`config.mk`:
```
export PLATFORM = sky130hd
export DESIGN_NAME = pc_hazard_controller
export DESIGN_NICKNAME = d
export VERILOG_FILES = /design/src/rtl/pc_hazard_controller.sv
export SDC_FILE = /design/constraint.sdc
export NUM_CORES = 1
export LEC_CHECK = 0
export BUFFER_PORTS_ARGS = -buffer_cell sky130_fd_sc_hd__buf_2
export CAP_MARGIN = 0
export CORE_ASPECT_RATIO = 0.75
export CORE_MARGIN = 4
export CORE_UTILIZATION = 43
export DETAILED_ROUTE_END_ITERATION = 10
export GPL_ROUTABILITY_DRIVEN = 0
export HOLD_SLACK_MARGIN = 0.12
export PLACE_DENSITY = 0.89
export SETUP_SLACK_MARGIN = 0.1
export SYNTH_ARGS = -nofsm -noshare
export SYNTH_HDL_FRONTEND = slang
export SYNTH_SLANG_ARGS = --single-unit
```
`constraint.sdc`:
```
create_clock -name clk -period 2 [get_ports clk]
set_input_delay 0.1 -clock clk [delete_from_list [all_inputs] [get_ports clk]]
set_output_delay 0.1 -clock clk [all_outputs]
set_load 0.01 [all_outputs]
```
`src/rtl/pc_hazard_controller.sv`:
```
// Fetch-side sequencer for the 5-stage MIPS pipeline: selects the next PC, drives
// PC/IF-ID/ID-EX control for load-use stalls, redirects, memory freezes and boot hold.
module pc_hazard_controller #(
  parameter int ADDR_W      = 32,
  parameter int REG_W       = 5,
  parameter int BOOT_CYCLES = 2,
  parameter int CNT_W       = 16
) (
  input  logic              clk,
  input  logic              rst,
  input  logic [ADDR_W-1:0] pc_plus4,
  input  logic              ex_branch_taken,
  input  logic [ADDR_W-1:0] ex_branch_target,
  input  logic              id_jump,
  input  logic [ADDR_W-1:0] id_jump_target,
  input  logic [REG_W-1:0]  id_rs,
  input  logic [REG_W-1:0]  id_rt,
  input  logic              id_uses_rt,
  input  logic              ex_mem_read,
  input  logic [REG_W-1:0]  ex_rt,
  input  logic              mem_busy,
  output logic [ADDR_W-1:0] pc_next,
  output logic              PC_write,
  output logic              ifid_write,
  output logic              ifid_flush,
  output logic              idex_bubble,
  output logic              pipe_hold,
  output logic [1:0]        state,
  output logic [CNT_W-1:0]  stall_count,
  output logic [CNT_W-1:0]  flush_count
);

  typedef enum logic [1:0] {
    BOOT     = 2'd0,
    RUN      = 2'd1,
    LU_STALL = 2'd2,
    MEM_WAIT = 2'd3
  } state_t;

  localparam logic [3:0] BOOT_LAST = 4'(BOOT_CYCLES - 1);

  state_t           state_q, state_d;
  logic [3:0]       boot_cnt_q;
  logic [CNT_W-1:0] stall_count_q, flush_count_q;
  logic             stall_inc, flush_inc;
  logic             load_use;

  // $0 is hard-wired zero, so a load targeting it can never create a hazard.
  assign load_use = ex_mem_read && (ex_rt != '0) &&
                    ((ex_rt == id_rs) || (id_uses_rt && (ex_rt == id_rt)));

  always_comb begin
    // NOTE: every output gets a default first so no path leaves one unassigned (no latches).
    pc_next     = pc_plus4;
    PC_write    = 1'b0;
    ifid_write  = 1'b0;
    ifid_flush  = 1'b0;
    idex_bubble = 1'b0;
    pipe_hold   = 1'b0;
    stall_inc   = 1'b0;
    flush_inc   = 1'b0;
    state_d     = state_q;

    if (state_q == BOOT) begin
      ifid_flush  = 1'b1;
      idex_bubble = 1'b1;
      if (boot_cnt_q == BOOT_LAST) state_d = RUN;
    end else if (mem_busy) begin
      pipe_hold = 1'b1;
      state_d   = MEM_WAIT;
    end else if (ex_branch_taken) begin
      pc_next     = ex_branch_target;
      PC_write    = 1'b1;
      ifid_write  = 1'b1;
      ifid_flush  = 1'b1;
      idex_bubble = 1'b1;
      flush_inc   = 1'b1;
      state_d     = RUN;
    end else if (id_jump) begin
      pc_next    = id_jump_target;
      PC_write   = 1'b1;
      ifid_write = 1'b1;
      ifid_flush = 1'b1;
      flush_inc  = 1'b1;
      state_d    = RUN;
    end else if (load_use && (state_q != LU_STALL)) begin
      // The bubble already went in last cycle; stalling again would lose an instruction.
      idex_bubble = 1'b1;
      stall_inc   = 1'b1;
      state_d     = LU_STALL;
    end else begin
      PC_write   = 1'b1;
      ifid_write = 1'b1;
      state_d    = RUN;
    end
  end

  // NOTE: sequential state uses non-blocking assignments so all registers update together.
  always_ff @(posedge clk) begin
    if (rst) begin
      state_q       <= BOOT;
      boot_cnt_q    <= '0;
      stall_count_q <= '0;
      flush_count_q <= '0;
    end else begin
      state_q <= state_d;
      if (state_q == BOOT) boot_cnt_q <= boot_cnt_q + 4'd1;
      if (stall_inc && (stall_count_q != '1)) stall_count_q <= stall_count_q + CNT_W'(1);
      if (flush_inc && (flush_count_q != '1)) flush_count_q <= flush_count_q + CNT_W'(1);
    end
  end

  assign state       = state_q;
  assign stall_count = stall_count_q;
  assign flush_count = flush_count_q;

endmodule

```
# After elaboration in Yosys (flattened, before gate mapping)
# Index checks and enable logic that the tools add are counted.
# totals
input_bits,118
output_inout_bits,71
elab_cells,53
register_bits,38
# classes
add_sub_neg,3
n_reduce_logical,9
mux,30
n_eq_ne,7
# op_table
cell,count
32-bit two-way mux,4
16-bit by 1-bit adder with 16-bit output (second input constant),2
16-bit != test (second input constant),2
1-bit two-way mux,20
2-bit two-way mux,6
5-bit == test,2
1-bit logical AND,6
5-bit nonzero test,1
4-bit by 1-bit adder with 4-bit output (second input constant),1
4-bit by 1-bit == test with 1-bit output (second input constant),1
2-bit != test (second input constant),2
2-bit logical NOT,1
1-bit logical OR,1

# Longest topological paths before layout
# depth
depth_word,11
ltp_mapped,9
ltp_nobuf,7

# Least setup slack after synthesis
# No wires, ideal clock.
# synth_timing
kind,reg2reg
from,"reg stall_count_q[0], in the netlist stall_count[0]"
to,"reg stall_count_q[1], in the netlist stall_count[1]"
t_arrival_ns,1.768
stages_incl_launch_ff,10
required_time_ns,1.872
synth_period_minus_slack_ns,1.896
setup_slack_ns,0.104
n_path_buf,2
setup_time_ns,0.128
cell_sequence,dfxtp_1 > ha_1 > nand3_1 > nor4_1 > a21oi_2 > nand2_2 > buf_6 > buf_6 > mux2i_1 > nor2_1
# synth_between
elab_chain_cells,2
word_cells_on_any_way,3
cone_classes,add/sub (1); eq/ne (1); reduce/logical (1)
# synth_rtl
item,line,rtl
"start, declared",44,"logic [CNT_W-1:0] stall_count_q, flush_count_q;"
"start signal, assigned",108,if (stall_inc && (stall_count_q != '1)) stall_count_q <= stall_count_q + CNT_W'(1);
branches (longest 2 deep; another with 16-bit by 1-bit adder with 16-bit output),--,
# Parallel ways; which one is timed is not known.
# A chain may end at the register's enable or synchronous reset.

# Worst setup path after layout
# layout_timing
from,"reg state_q[0], in the netlist state[0]"
to,out pc_next[10]
# layout_between
elab_chain_cells,2
# layout_rtl
item,line,rtl
"start, declared",42,"state_t state_q, state_d;"
"start signal, assigned",106,state_q <= state_d;
2-bit logical NOT,64,if (state_q == BOOT) begin
32-bit two-way mux,64,
"end, declared",22,"output logic [ADDR_W-1:0] pc_next,"
# No other way between the ends.

==> results.json <==
{
  "status": "finished, final reports clean",
  "synth_seq_cells": 38,
  "synth_sequential_area_ratio": 0.262,
  "io_pins": 189,
  "synth_edf_count": 0,
  "hold_slack_ns": 0.331,
  "htree_levels": 2,
  "wl_um": 10800,
  "multi_input_area_um2": 2120,
  "critPathTopFamily": "simple AND/OR/NAND/NOR gates",
  "relSlewSlack": 0.527,
  "seqCellArea_um2": 778,
  "antenna_cells": 0,
  "ys.flop_type": "dfxtp_1",
  "vias": 3819,
  "syn_to_final_growth_pct": 47.7,
  "hold_viol": 0,
  "place_area_um2": 3930,
  "drv_cap": 0,
  "numPortBuffers": 188,
  "postCtsHoldBufs": 0,
  "layout-drive-gt1-share": 0.444,
  "drc": 0,
  "initial_core_util": 0.451,
  "nets": 698,
  "crit_chain": "buf_6 -> nor2_4 -> or2_4 -> nor2_4 -> buf_12 -> a22oi_1 -> o21ai_1 -> buf_2",
  "rows": 25,
  "grt_usage": 0.245,
  "worst_pin_slew_ns": 0.710,
  "r2r_slack_ns": 0.18,
  "clock_latency_ns": 0.29,
  "cts_buffers": 5,
  "p_per_area_nw_per_um2": 615,
  "critPathCaptureType": "output pin",
  "crit_required_ns": 1.90,
  "fmax_mhz": 520,
  "worstPathArrival_ns": 1.82,
  "fillers": 525,
  "dr.pass1.iters": 5,
  "fin_crit_ns": 1.92,
  "antenna_found_initial": 0,
  "ys_async_sr_fraction": 0,
  "rsz0062_at_grt": "yes",
  "grt_overflow": 0,
  "crit_slowest_cell": "dfxtp_2",
  "setup_viol": 0,
  "synth_warnings": 0,
  "clk_path_buf_depth": 2,
  "synth_nets": 511,
  "path_buf_inv": 3,
  "stdcell_area_um2": 4290,
  "dieArea_um2": 8150,
  "cts_sinks": 38,
  "grt_max_degree": 58,
  "core_um2": 6440,
  "min_path_type": "in2reg",
  "grt_pass1_wl_um": 16400,
  "cts.reportedPaths.clkPinSlew_ns": 0.07,
  "crit_top_cell": "nor2_4",
  "criticalPathCategory": "reg2out",
  "fin_crit_sh": 0.962,
  "clock_skew_ns": 0.00624,
  "first_global_vias": 3525,
  "start_kind": "flip-flop",
  "slew_viol_final": 0,
  "irDropWorstVdd_uv": 285,
  "die_w_um": 103,
  "die_h_um": 79.2,
  "cts_root_buffer": "clkbuf_8",
  "wl_per_cell_um": 16.4,
  "mostFrequentLayoutCell": "buf_2",
  "final_cell_mix": "buf_2 (188), nor2b_1 (34), nor2_1 (34), a31oi_1 (32), dfxtp_1 (30)",
  "ant_nets": 0,
  "dpl.hpwl_um": 8040,
  "ys_types": 47,
  "vias_per_cell": 5.80,
  "max_stage_delay_ns": 0.33,
  "first_iter_violations": 216,
  "synth_area_per_cell_um2": 7.47,
  "p_leak_nw": 1.90,
  "syn_inst": 389,
  "syn_area_um2": 2910,
  "cts_tree": "built",
  "cp_max_fo": 8
}
## final cells by class
| type | instances | share of cell area |
|---|---|---|
| inverters | 9 | 0.00787 |
| repair buffers | 208 | 0.271 |
| clock buffers | 7 | 0.0201 |
| well taps | 81 | 0.0236 |
| clock inverters | 1 | 0.00117 |
| multi-input cells | 314 | 0.495 |
| flip-flops and latches | 38 | 0.181 |
## registers in the layout, indices dropped and copies added (netlist names)
name         cells
state            2
boot_cnt_q       4
flush_count     16
stall_count     16
## worst reg2reg max path: cells and delay by family, from the launching register on
family          cells  cell delay [ns]
fa+ha+maj           1             0.21
flops               1             0.37
simple gates        4             1.02
compound gates      1             0.15
## per-stage QoR
stage	utilization	TNS [ns]	setup WS, ns	total power, mW	cells
floorplan	-	0	0.104	1.48	389
global placement	0.610	0	0.100	1.90	643
detailed placement	0.610	-0.146	-0.0460	1.93	643
CTS	0.635	0	0.118	2.53	652
global route	0.666	-0.0265	-0.0137	2.80	658
finish	0.666	0	0.0758	2.64	658
## synthesized netlist by cell type, drive strengths merged (4+ instances only)
| cell type | instances | area share |
|---|---|---|
| and3 | 4 | 0.0086 |
| xor2 | 24 | 0.072 |
| nand3 | 11 | 0.019 |
| buf | 9 | 0.020 |
| nand4 | 10 | 0.024 |
| ha | 4 | 0.017 |
| o31ai | 6 | 0.016 |
| a22oi | 31 | 0.080 |
| a31oi | 33 | 0.071 |
| xnor2 | 4 | 0.012 |
| nor3 | 6 | 0.010 |
| nand2 | 17 | 0.023 |
| or4 | 8 | 0.021 |
| or3 | 5 | 0.012 |
| clkbuf | 20 | 0.026 |
| inv | 9 | 0.012 |
| a21oi | 14 | 0.025 |
| dfxtp | 38 | 0.26 |
| nor2 | 36 | 0.047 |
| o21ai | 39 | 0.067 |
| nor2b | 34 | 0.073 |
## path summary, 6_finish.rpt
path	startpoint	endpoint	cells past startpoint
max	state[0]$_SDFFE_PP0P_	pc_next[10]	8
min	mem_busy	state[0]$_SDFFE_PP0P_	3
max reg2reg	stall_count[1]$_SDFFE_PP0P_	stall_count[14]$_SDFFE_PP0P_	6
min reg2reg	stall_count[13]$_SDFFE_PP0P_	stall_count[13]$_SDFFE_PP0P_	2
## power breakdown
group,switching (mW),internal [mW]
registers,0.0423,0.793
clock network,0.270,0.278
logic,0.673,0.582
## metal layers
metal  track usage  up-vias  share of wire  routed length, um
li1              -     1824              -                  -
met1         0.315     1786           0.41               4440
met2         0.403      178           0.48               5210
met3        0.0579       31          0.087                945
met4        0.0724        0          0.021                223
met5             0        -              0                  0
## timing repair
item / CTS / global route
pin swaps: 0 / 12
buffers inserted: 0 / 3
gates resized for setup: 10 / 49
hold endpoints to repair: 0 / 0
setup endpoints to repair: 45 / 53
cloned: 1 / 3
## logic make-up after synthesis
group,Yosys count,share of synthesized area
adders and majority gates,4,0.0172
and+or+nand+nor,144,0.274
DFF,38,0.262
xor gates and xnor gates,28,0.0844
AOI/OAI and AO/OA,134,0.294
buffers and inverters,38,0.0577
muxes,3,0.0108
No activity file was read; power rests on OpenSTA's default activity.
